<file path="src/rtl/riscv_32_fetch_stage_pkg.sv">
// Shared CPU package for the 32-bit RISC-V pipeline.
//   fetch_state_e  : fetch-stage FSM states (BOOT / RUN / SKID)
//   INSTR_NOP      : canonical NOP (addi x0,x0,0), used as the "no instruction" word
//   FETCH_RESET_PC : default PC of the first fetch after reset
//   PC_STEP        : byte distance between consecutive 32-bit instructions
//   pc_next()      : sequential PC increment, wraps modulo 2^32
package riscv_32_fetch_stage_pkg;

  typedef enum logic [1:0] {
    FS_BOOT = 2'd0,  // issue the first request for fetch_pc, nothing in flight yet
    FS_RUN  = 2'd1,  // one response in flight, streaming
    FS_SKID = 2'd2   // response parked in the skid regs while downstream stalls
  } fetch_state_e;

  localparam logic [31:0] INSTR_NOP      = 32'h0000_0013;
  localparam logic [31:0] FETCH_RESET_PC = 32'h0000_0000;
  localparam logic [31:0] PC_STEP        = 32'd4;

  // Plain 32-bit add: carry out is dropped, so FFFF_FFFC steps to 0000_0000.
  function automatic logic [31:0] pc_next(input logic [31:0] pc);
    return pc + PC_STEP;
  endfunction

endpackage

</file>
<file path="src/rtl/riscv_32_fetch_stage.sv">
// Instruction fetch stage for a 32-bit RISC-V core.
// Streams one instruction per cycle from an external synchronous instruction
// memory (1-cycle read latency) into the decode stage, absorbs downstream
// stalls with a one-entry skid buffer, and restarts on branch/jump redirects.
//
// Ports:
//   clk          : clock, all state changes on the rising edge
//   rst_n        : synchronous active-low reset
//   imem_en      : instruction-memory read request this cycle
//   imem_addr    : word address of the request (fetch_pc[IMEM_AW+1:2])
//   imem_rdata   : read data, valid the cycle after imem_en
//   stall        : decode cannot accept; instr_d/pc_d/valid_d hold
//   redirect     : taken branch / jump, flushes the stage (wins over stall)
//   redirect_pc  : new fetch target; low two bits are dropped
//   instr_d      : instruction word to decode
//   pc_d         : PC of instr_d
//   valid_d      : instr_d/pc_d carry a real instruction
//   misalign     : one-cycle pulse after a redirect whose target had pc[1:0] != 0
module riscv_32_fetch_stage
  import riscv_32_fetch_stage_pkg::*;
#(
  parameter logic [31:0] RESET_PC = FETCH_RESET_PC,
  parameter int unsigned IMEM_AW  = 12
) (
  input  logic               clk,
  input  logic               rst_n,
  output logic               imem_en,
  output logic [IMEM_AW-1:0] imem_addr,
  input  logic [31:0]        imem_rdata,
  input  logic               stall,
  input  logic               redirect,
  input  logic [31:0]        redirect_pc,
  output logic [31:0]        instr_d,
  output logic [31:0]        pc_d,
  output logic               valid_d,
  output logic               misalign
);

  fetch_state_e state;
  logic [31:0]  fetch_pc;    // PC of the next request to issue
  logic [31:0]  rsp_pc;      // PC of the request whose data arrives this cycle
  logic [31:0]  skid_instr;  // response captured while decode was stalled
  logic [31:0]  skid_pc;

  // The request strobe has to be combinational: the memory samples it in the
  // same cycle the FSM decides whether it can take the response next cycle.
  // BOOT always requests (nothing is in flight to protect); RUN and SKID only
  // request when decode is moving, otherwise the in-flight word would be
  // overwritten before it is consumed. A request made in a redirect cycle is
  // harmless: BOOT never looks at imem_rdata.
  assign imem_en   = rst_n && ((state == FS_BOOT) || !stall);
  assign imem_addr = fetch_pc[IMEM_AW+1:2];

  always_ff @(posedge clk) begin
    if (!rst_n) begin
      state      <= FS_BOOT;
      fetch_pc   <= RESET_PC;
      rsp_pc     <= '0;
      skid_instr <= '0;
      skid_pc    <= '0;
      instr_d    <= INSTR_NOP;
      pc_d       <= '0;
      valid_d    <= 1'b0;
      misalign   <= 1'b0;
    end else begin
      misalign <= redirect && (redirect_pc[1:0] != 2'b00);

      if (redirect) begin
        // Flush: the in-flight response and any skid contents are simply
        // never read again, BOOT re-primes the pipe from the new target.
        state    <= FS_BOOT;
        valid_d  <= 1'b0;
        fetch_pc <= {redirect_pc[31:2], 2'b00};
      end else begin
        unique case (state)
          FS_BOOT: begin
            rsp_pc   <= fetch_pc;
            fetch_pc <= pc_next(fetch_pc);
            state    <= FS_RUN;
          end

          FS_RUN: begin
            if (!stall) begin
              instr_d  <= imem_rdata;
              pc_d     <= rsp_pc;
              valid_d  <= 1'b1;
              rsp_pc   <= fetch_pc;
              fetch_pc <= pc_next(fetch_pc);
            end else begin
              // imem_rdata is only valid this one cycle, so park it.
              skid_instr <= imem_rdata;
              skid_pc    <= rsp_pc;
              state      <= FS_SKID;
            end
          end

          FS_SKID: begin
            if (!stall) begin
              // Hand over the parked word and restart the request stream in
              // the same cycle so throughput stays at one per cycle.
              instr_d  <= skid_instr;
              pc_d     <= skid_pc;
              valid_d  <= 1'b1;
              rsp_pc   <= fetch_pc;
              fetch_pc <= pc_next(fetch_pc);
              state    <= FS_RUN;
            end
          end

          default: state <= FS_BOOT;
        endcase
      end
    end
  end

endmodule
</file>
<file path="config.mk">
export PLATFORM = sky130hd
export DESIGN_NAME = riscv_32_fetch_stage
export DESIGN_NICKNAME = d
export VERILOG_FILES = /design/src/rtl/riscv_32_fetch_stage_pkg.sv /design/src/rtl/riscv_32_fetch_stage.sv
export SDC_FILE = /design/constraint.sdc
export NUM_CORES = 1
export LEC_CHECK = 0
export CAP_MARGIN = 20
export CORE_MARGIN = 2
export CORE_UTILIZATION = 28
export DETAILED_ROUTE_END_ITERATION = 6
export DONT_BUFFER_PORTS = 1
export HOLD_SLACK_MARGIN = 0.08
export PLACE_DENSITY_LB_ADDON = 0.25
export SLEW_MARGIN = 20
export SYNTH_ARGS = -nofsm -noshare
export SYNTH_HDL_FRONTEND = slang
export SYNTH_SLANG_ARGS = --single-unit
export TNS_END_PERCENT = 1
</file>
<file path="constraint.sdc">
create_clock -name clk -period 5.3 [get_ports clk]
set_clock_uncertainty 0.05 [all_clocks]
set_input_delay 1.06 -clock clk [delete_from_list [all_inputs] [get_ports clk]]
set_output_delay 1.06 -clock clk [all_outputs]
set_load 0.01 [all_outputs]
</file>
==> run_results.csv, run 1 <==
group,metric,value,unit
critical_path,cp_data_required_time,4190,ps
critical_path,end_kind,"output port",
power,power_density,349,nW/µm²
sta,worstMarginPinSlew,1070,ps
routing,drc,0,
yosys,ys_ff_latch,188,
hold_path,hold_path_class,"flip-flop to flip-flop",
power,p_total,3.03,mW
sta,fmax,0.334,GHz
routing,routed-via-count,6175,
yosys,synth_top_area_cell,"dfxtp_1",
yosys,netlist_instances,948,
clocking,cts.sink_count,188,
die,io_pins,147,
yosys,synth-seq-area-share,0.475,
power,p_seq_frac,0.513,
die,initial_core_util,0.285,
power,power.leakage,2.63,nW
clocking,clk_pin_slew,70,ps
power,clockPowerShare,0.418,
clocking,cts_tree,"yes",
clocking,holdBufCountCts,0,
yosys,avgSynthCellArea,8.36,µm²
critical_path,crit_family,"buffers and inverters",
die,dieArea,29700,µm²
critical_path,critical_path_class,"input pin to output port",
yosys,synth.cell_area,7920,µm²
finish,fin_util,0.313,
status,status,"complete, no violations",
routing,routed_wl,21.2,mm
placement,dp_slack,2280,ps
die,core_area,27800,µm²
global_routing,grt_pass1_vias,5544,
routing,drtIter0Drc,600,
clocking,cts_setup_buffers,0,
placement,port_buffers,0,
yosys,synth_edf_count,0,
critical_path,critPathMaxStageDelay,590,ps
power,internal-power,2.27,mW
critical_path,crit_path_top_delay_cell,"inv_4",
placement,hpwl,13.6,mm
routing,drt-pass1-iter-count,7,
die,die_h,172,µm
clocking,clock-root-buffer,"clkbuf_16",
power,p_sw_frac,0.252,
sta,hold_viol_final,0,
sta,tns,0,ps
global_routing,grt_pass1_wl,32.4,mm
critical_path,worstPathCellList,"inv_4 -> a21oi_1",
sta,setup_viol,0,
critical_path,arrival,1890,ps
yosys,synthDistinctLibCells,45,
power,combPwrFrac,0.069,
global_routing,grtUsageTotal,0.142,
power,peakVddDrop,0.000224,V
sta,slew_violations,0,
yosys,yosysTopAreaCellShare,0.475,
sta,finalCritPeriodShare,0.566,
placement,gp_congestion,0.772,
yosys,ys_async_sr_fraction,0,
sta,setup_ws,2300,ps
sta,slew-limit-headroom,0.289,
routing,vias_per_cell,4.83,
critical_path,cp-start-kind,"input pin",
critical_path,crit_buf_inv,1,
yosys,ys_top_cells_by_area,"dfxtp_1 (48%), nand2_1 (9.4%), mux2i_1 (7.8%)",
flow_run,drv_cap,0,
power,power.switching,0.764,mW
global_routing,grt_overflow,0,
clocking,clk_path_buf_depth,2,
die,die_w,172,µm
sta,period_needed,3000,ps
yosys,yosys-top-cells-count,"nand2_1 (198), dfxtp_1 (188), a21oi_1 (100)",
die,row_count,61,
yosys,synth.most_common_cell,"nand2_1",
global_routing,grt_max_degree,100,
clocking,cts_buffers,17,
clocking,clk_latency,430,ps
routing,ant_nets,0,
finish,nets,959,
finish,drive_gt1_frac,0.0589,
global_routing,antenna_found_initial,1,
yosys,synth_warnings,0,
finish,syn_to_final_growth,9.71,%
critical_path,path_max_fanout,80,
sta,rsz0062_at_grt,"false",
clocking,htreeDepth,4,
clocking,cts_resized,0,
yosys,synth_ff_type,"dfxtp_1",
routing,wl_per_cell,16.6,µm
[path summary, 6_finish.rpt]
kind	endpoint	start	depth (start not counted)	slack, ps
worst max-delay path	imem_en	rst_n	2	2300
worst min-delay path	skid_pc[12]$_SDFFE_PN0P_	skid_pc[12]$_SDFFE_PN0P_	2	400
worst min register to register	skid_pc[12]$_SDFFE_PN0P_	skid_pc[12]$_SDFFE_PN0P_	2	400
worst max register to register	pc_d[3]$_SDFFE_PN0P_	state[1]$_SDFFE_PP0P_	7	2590
[metrics by stage]
| stage | instance area (µm²) | instances | hold WS (ps) |
|---|---|---|---|
| floorplan | 7930 | 949 | 386 |
| global placement | 8110 | 1246 | 391 |
| detailed placement | 8110 | 1246 | 396 |
| CTS | 8690 | 1278 | 405 |
| global route | 8690 | 1278 | 419 |
| finish | 8690 | 1279 | 402 |
[cells in the final DEF (no fill, tap or decap), types with 3 or more instances in the layout]
cell type  synthesis  routed
a211oi_1          63      63
a21oi_1          100      99
a31oi_1           13      13
a32oi_1            3       3
and3_1             8       7
and4_1             3       3
buf_4             14      10
clkbuf_16          0      17
clkinv_2           0       5
dfxtp_1          188     188
ha_1               4       3
inv_1              8       7
mux2i_1           62      62
nand2_1          198     198
nand2b_1           3       3
nand3_1           12      11
nand4_1            3       3
nor2_1            73      72
nor2b_1            3       3
nor3_1             7       7
o2111ai_1          3       3
o211ai_1           9       9
o21ai_0           31      30
o31a_1             3       3
o31ai_1           11      11
or2_2              3       3
or3_1              7       7
or4_1             13      13
xor2_1             6       6
[final cells by class]
| type | instances | area [µm²] |
|---|---|---|
| Fill cell | 3002 | 19100 |
| Sequential cell | 188 | 3760 |
| Multi-Input combinational cell | 661 | 3760 |
| Tap cell | 378 | 473 |
| Clock buffer | 21 | 460 |
| Clock inverter | 11 | 118 |
| Timing Repair Buffer | 10 | 75.1 |
| Inverter | 9 | 36.3 |
| Antenna cell | 1 | 2.50 |
[cell families (layout without fill, tap and decap cells)]
logic type,Yosys count,in the layout,share of synthesized area
AND/OR/NAND/NOR,342,342,0.187
AO/OA/AOI/OAI,243,243,0.188
flip-flops,188,188,0.475
buffers and inverters,100,51,0.0551
multiplexers,62,62,0.0783
XOR/XNOR,8,8,0.00885
adder cells (fa/ha/maj),4,4,0.00632
other,1,3,0.000473
[flip-flops by register name, summed over array words and instances, names as in the netlist]
register / cells
fetch_pc: 30
instr_d: 32
pc_d: 30
skid_instr: 32
skid_pc: 30
state: 2
rsp_pc: 30
valid_d: 1
misalign: 1
[metal layers]
| layer | track usage | vias up | share of wire |
|---|---|---|---|
| li1 | - | 3183 | - |
| met1 | 0.189 | 2863 | 0.47 |
| met2 | 0.210 | 110 | 0.44 |
| met3 | 0.0538 | 19 | 0.072 |
| met4 | 0.0446 | 0 | 0.014 |
| met5 | 0 | - | 0 |
[power by group through the flow]
stage	registers (mW)	clock network [mW]	logic, mW
finish	1.56	1.27	0.209
floorplan	1.56	0	0.187
global route	1.57	1.38	0.239
CTS	1.56	1.32	0.213
detailed placement	1.59	0	0.213
global placement	1.59	0	0.210
Note: power is estimated with default switching activity, not from simulation.
==> inputs of run 2 (changes only) <==
==> constraint.sdc (replaced) <==
create_clock -name clk -period 2.55 [get_ports clk]
set_clock_uncertainty 0.05 [all_clocks]
set_input_delay 0.51 -clock clk [delete_from_list [all_inputs] [get_ports clk]]
set_output_delay 0.51 -clock clk [all_outputs]
set_load 0.01 [all_outputs]
==> run_results.csv, run 2 (synthesis results as in run 1) <==
group,metric,value,unit
die,initial_core_util,0.285,
flow_run,drv_cap,0,
finish,antenna_cells,0,
placement,place_area,8300,µm²
sta,setup_viol,0,
die,die_h,172,µm
routing,wl_met2,9.47,mm
finish,fin_cells,1292,
global_routing,grt_pass1_wl,33.3,mm
routing,routed.top_layer,"met4",
die,die_w,172,µm
power,power_density,712,nW/µm²
sta,fin_hold_ws,122,ps
finish,final_common_cell,"nand2_1",
sta,worstMarginPinSlew,618,ps
routing,met1Wirelength,10.0,mm
clocking,cts_setup_buffers,0,
clocking,clk_pin_slew,80,ps
critical_path,cp-start-kind,"flip-flop",
die,io_pins,147,
routing,routed_wl,21.3,mm
placement,port_buffers,0,
global_routing,grt_max_degree,114,
finish,fin_util,0.320,
critical_path,crit_buf_inv,2,
routing,dr_wl_met3,1.58,mm
critical_path,worstPathCellList,"inv_1 -> ha_1 -> nor2b_1 -> o211ai_1 -> buf_4 -> or4_1 -> a31oi_1",
critical_path,path_max_fanout,13,
finish,final_area,8880,µm²
routing,drc,0,
hold_path,hold_path_class,"input pin to flip-flop",
die,core_area,27800,µm²
die,row_count,61,
sta,fmax,0.424,GHz
placement,dp_slack,177,ps
clocking,cts_buffers,17,
finish,nFillCells,2947,
critical_path,critPathMaxStageDelay,500,ps
global_routing,grt_pass1_vias,5647,
critical_path,end_kind,"flip-flop",
placement,dp_cells,1260,
critical_path,crit_family,"simple AND/OR/NAND/NOR gates",
routing,drtIter0Drc,496,
finish,nets,973,
sta,slew_violations,0,
critical_path,critical_path_class,"flip-flop to flip-flop",
die,dieArea,29700,µm²
clocking,clk_path_buf_depth,2,
routing,ant_nets,0,
clocking,cts_tree,"yes",
sta,finalCritPeriodShare,0.925,
routing,routed-via-count,6238,
clocking,cts.sink_count,188,
clocking,clk_latency,440,ps
power,p_total,6.32,mW
finish,reg.largest.list,"instr_d x32, skid_instr x32",
finish,final_cell_mix,"nand2_1 (198), dfxtp_1 (188), a21oi_1 (99)",
sta,tns,0,ps
finish,drive_gt1_frac,0.0766,
routing,wl_per_cell,16.5,µm
sta,hold_viol_final,0,
global_routing,grtUsageTotal,0.144,
finish,syn_to_final_growth,12.1,%
sta,slew-limit-headroom,0.587,
global_routing,grt_overflow,0,
status,status,"complete, no violations",
global_routing,antenna_found_initial,0,
sta,setup_ws,191,ps
sta,period_needed,2360,ps
critical_path,arrival,2670,ps
clocking,htreeDepth,4,
clocking,clock-root-buffer,"clkbuf_16",
routing,drt-pass1-iter-count,5,
routing,vias_per_cell,4.83,
power,peakVddDrop,0.000450,V
placement,gp_congestion,0.779,
sta,rsz0062_at_grt,"false",
placement,hpwl,13.9,mm
clocking,holdBufCountCts,0,
critical_path,cp_data_required_time,2860,ps
power,power.leakage,2.72,nW
critical_path,crit_path_top_delay_cell,"or4_1",
run 2: changes by cell type in the layout (fill, tap and decap cells not counted), moves of 2 or more:
cell / delta
clkbuf_8: -2
buf_4: +7
clkinv_4: +2
inv_8: +5
clkbuf_1: -2
bufinv_16: -2
inv_6: +3
buf_12: +7
clkinv_2: -4
run 2: final timing paths:
kind,start,endpoint,slack [ps],cells after the start
max,state[1]$_SDFFE_PP0P_,fetch_pc[18]$_SDFFE_PN0P_,190,7
min,rst_n,instr_d[4]$_SDFFE_PN1P_,120,1
max reg2reg,state[1]$_SDFFE_PP0P_,fetch_pc[18]$_SDFFE_PN0P_,190,7
min reg2reg,skid_pc[20]$_SDFFE_PN0P_,skid_pc[20]$_SDFFE_PN0P_,400,2
run 2: cell type report:
cell class / count / area [µm²] / share of cell area
Clock buffer: 17 / 425 / 0.0479
Clock inverter: 15 / 146 / 0.0165
Inverter: 9 / 36.3 / 0.00409
Multi-Input combinational cell: 661 / 3760 / 0.424
Sequential cell: 188 / 3760 / 0.424
Tap cell: 378 / 473 / 0.0533
Timing Repair Buffer: 24 / 268 / 0.0302
run 2: power by group:
part | switching [mW] | internal, mW
registers | 0.149 | 3.06
clock network | 1.31 | 1.31
logic | 0.304 | 0.183
total | 1.77 | 4.55
run 2: metal layers:
layer  vias up  track usage
met5         -            0
met4         0       0.0420
met3        17       0.0508
met2       136        0.211
met1      2869        0.199
li1       3216            -
run 2: what timing repair did:
item / 4_1_cts / 5_1_grt
gates resized for setup: 0 / 1
endpoints found under the setup margin: 0 / 1
hold endpoints to repair: 0 / 0
==> inputs of run 3 (changes only) <==
==> constraint.sdc (replaced) <==
create_clock -name clk -period 2.6 [get_ports clk]
set_clock_uncertainty 0.05 [all_clocks]
set_input_delay 0.52 -clock clk [delete_from_list [all_inputs] [get_ports clk]]
set_output_delay 0.52 -clock clk [all_outputs]
set_load 0.01 [all_outputs]
==> run_results.csv, run 3 (synthesis results as in run 1) <==
group,metric,value,unit
critical_path,critical_path_class,"flip-flop to flip-flop",
global_routing,antenna_found_initial,4,
finish,drive_gt1_frac,0.0774,
die,core_area,27800,µm²
sta,rsz0062_at_grt,"false",
finish,final_common_cell,"nand2_1",
finish,syn_to_final_growth,11.8,%
sta,hold_viol_final,0,
hold_path,hold_path_class,"input pin to flip-flop",
routing,drc,0,
critical_path,crit_family,"simple AND/OR/NAND/NOR gates",
finish,fin_util,0.319,
routing,drt-pass1-iter-count,4,
sta,slew_violations,0,
power,p_seq_frac,0.516,
clocking,cts_tree,"yes",
power,combPwrFrac,0.078,
die,row_count,61,
routing,dr_wl_met3,1.58,mm
routing,vias_per_cell,4.80,
sta,slew-limit-headroom,0.592,
clocking,htreeDepth,4,
sta,finalCritPeriodShare,0.873,
clocking,cts.sink_count,188,
sta,fmax,0.440,GHz
die,die_h,172,µm
critical_path,arrival,2580,ps
power,power.switching,1.64,mW
critical_path,crit_path_top_delay_cell,"or4_1",
die,io_pins,147,
power,clockPowerShare,0.406,
power,p_sw_frac,0.268,
finish,reg.largest.list,"instr_d x32, skid_instr x32",
routing,met1Wirelength,9.74,mm
critical_path,end_kind,"flip-flop",
power,power_density,688,nW/µm²
power,peakVddDrop,0.000457,V
placement,port_buffers,0,
placement,gp_congestion,0.762,
flow_run,drv_cap,0,
routing,wl_met2,9.45,mm
sta,worstMarginPinSlew,612,ps
placement,hpwl,13.9,mm
routing,routed_wl,21.0,mm
critical_path,worstPathCellList,"inv_1 -> ha_1 -> nor2b_2 -> o211ai_1 -> buf_4 -> or4_1 -> a31oi_1",
die,die_w,172,µm
clocking,clk_latency,440,ps
power,power.leakage,2.70,nW
routing,routed.top_layer,"met5",
critical_path,cp-start-kind,"flip-flop",
clocking,clk_pin_slew,70,ps
global_routing,grt_overflow,0,
finish,nets,976,
critical_path,path_max_fanout,12,
sta,period_needed,2270,ps
critical_path,critPathMaxStageDelay,500,ps
clocking,holdBufCountCts,0,
routing,wl_per_cell,16.2,µm
sta,setup_viol,0,
routing,routed-via-count,6229,
clocking,cts_buffers,17,
finish,nFillCells,2962,
die,dieArea,29700,µm²
die,initial_core_util,0.285,
routing,drtIter0Drc,480,
power,internal-power,4.46,mW
finish,final_cell_mix,"nand2_1 (198), dfxtp_1 (188), a21oi_1 (99)",
global_routing,grt_max_degree,136,
clocking,clk_path_buf_depth,2,
routing,ant_nets,0,
critical_path,crit_buf_inv,2,
global_routing,grt_pass1_vias,5426,
critical_path,cp_data_required_time,2910,ps
global_routing,grt_pass1_wl,32.1,mm
sta,tns,0,ps
status,status,"complete, no violations",
clocking,clock-root-buffer,"clkbuf_16",
global_routing,grtUsageTotal,0.141,
-- run 3: cell count changes in the layout (fill, tap and decap cells not counted) --
cell and delta:
buf_12 -2, clkbuf_1 +2, clkinv_2 -1, inv_8 -4, clkinv_4 -1, buf_4 +5, inv_6 +2, clkinvlp_4 +2
diode_2 +2, clkinv_8 -1, clkbuf_8 +1
-- run 3: metrics by stage --
stage	cells	instance area (µm²)	worst slack [ps]	total power [mW]	hold WS, ps
finish	1297	8860	329	6.10	137
global route	1295	8850	149	6.39	114
CTS	1293	8840	23.9	6.20	108
detailed placement	1261	8290	13.3	3.70	396
global placement	1261	8290	60.1	3.69	391
floorplan	949	7930	399	3.56	386
-- run 3: repair_timing --
action	4_1_cts	5_1_grt
setup buffers	0	2
gates cloned	0	0
pin swaps	1	1
resized for setup	0	1
setup endpoints to repair	2	10
-- run 3: layout make-up --
type | instances | area [µm²] | area share
Multi-Input combinational cell | 661 | 3760 | 0.425
Timing Repair Buffer | 27 | 265 | 0.0299
Inverter | 9 | 36.3 | 0.00410
Clock buffer | 20 | 447 | 0.0504
Sequential cell | 188 | 3760 | 0.425
Antenna cell | 2 | 5.00 | 0.000565
Tap cell | 378 | 473 | 0.0534
Clock inverter | 12 | 104 | 0.0117
-- run 3: worst register-to-register path, cell delays in order, from the launching register on --
cell,delay (ps)
dfxtp_1,390
inv_1,80
ha_1,360
nor2b_2,320
o211ai_1,140
buf_4,190
or4_1,500
a31oi_1,170
-- run 3: power by group through the flow --
stage               combinational [mW]  clock (mW)  sequential (mW)
floorplan                        0.381           0             3.18
global placement                 0.476           0             3.22
detailed placement               0.481           0             3.22
CTS                              0.482        2.57             3.15
global route                     0.538        2.68             3.17
finish                           0.474        2.48             3.15
-- run 3: layer usage --
metal | vias up | GRT usage
met5 | - | 0
met4 | 6 | 0.0417
met3 | 18 | 0.0547
met2 | 122 | 0.210
met1 | 2854 | 0.189
li1 | 3229 | -
-- run 3: final timing paths --
kind                             from                   endpoint  slack [ps]  cells past startpoint
max             state[1]$_SDFFE_PP0P_  fetch_pc[19]$_SDFFE_PN0P_         330                      7
min                             rst_n    instr_d[1]$_SDFFE_PN1P_         140                      1
max reg2reg     state[1]$_SDFFE_PP0P_  fetch_pc[19]$_SDFFE_PN0P_         330                      7
min reg2reg  skid_pc[29]$_SDFFE_PN0P_   skid_pc[29]$_SDFFE_PN0P_         400                      2
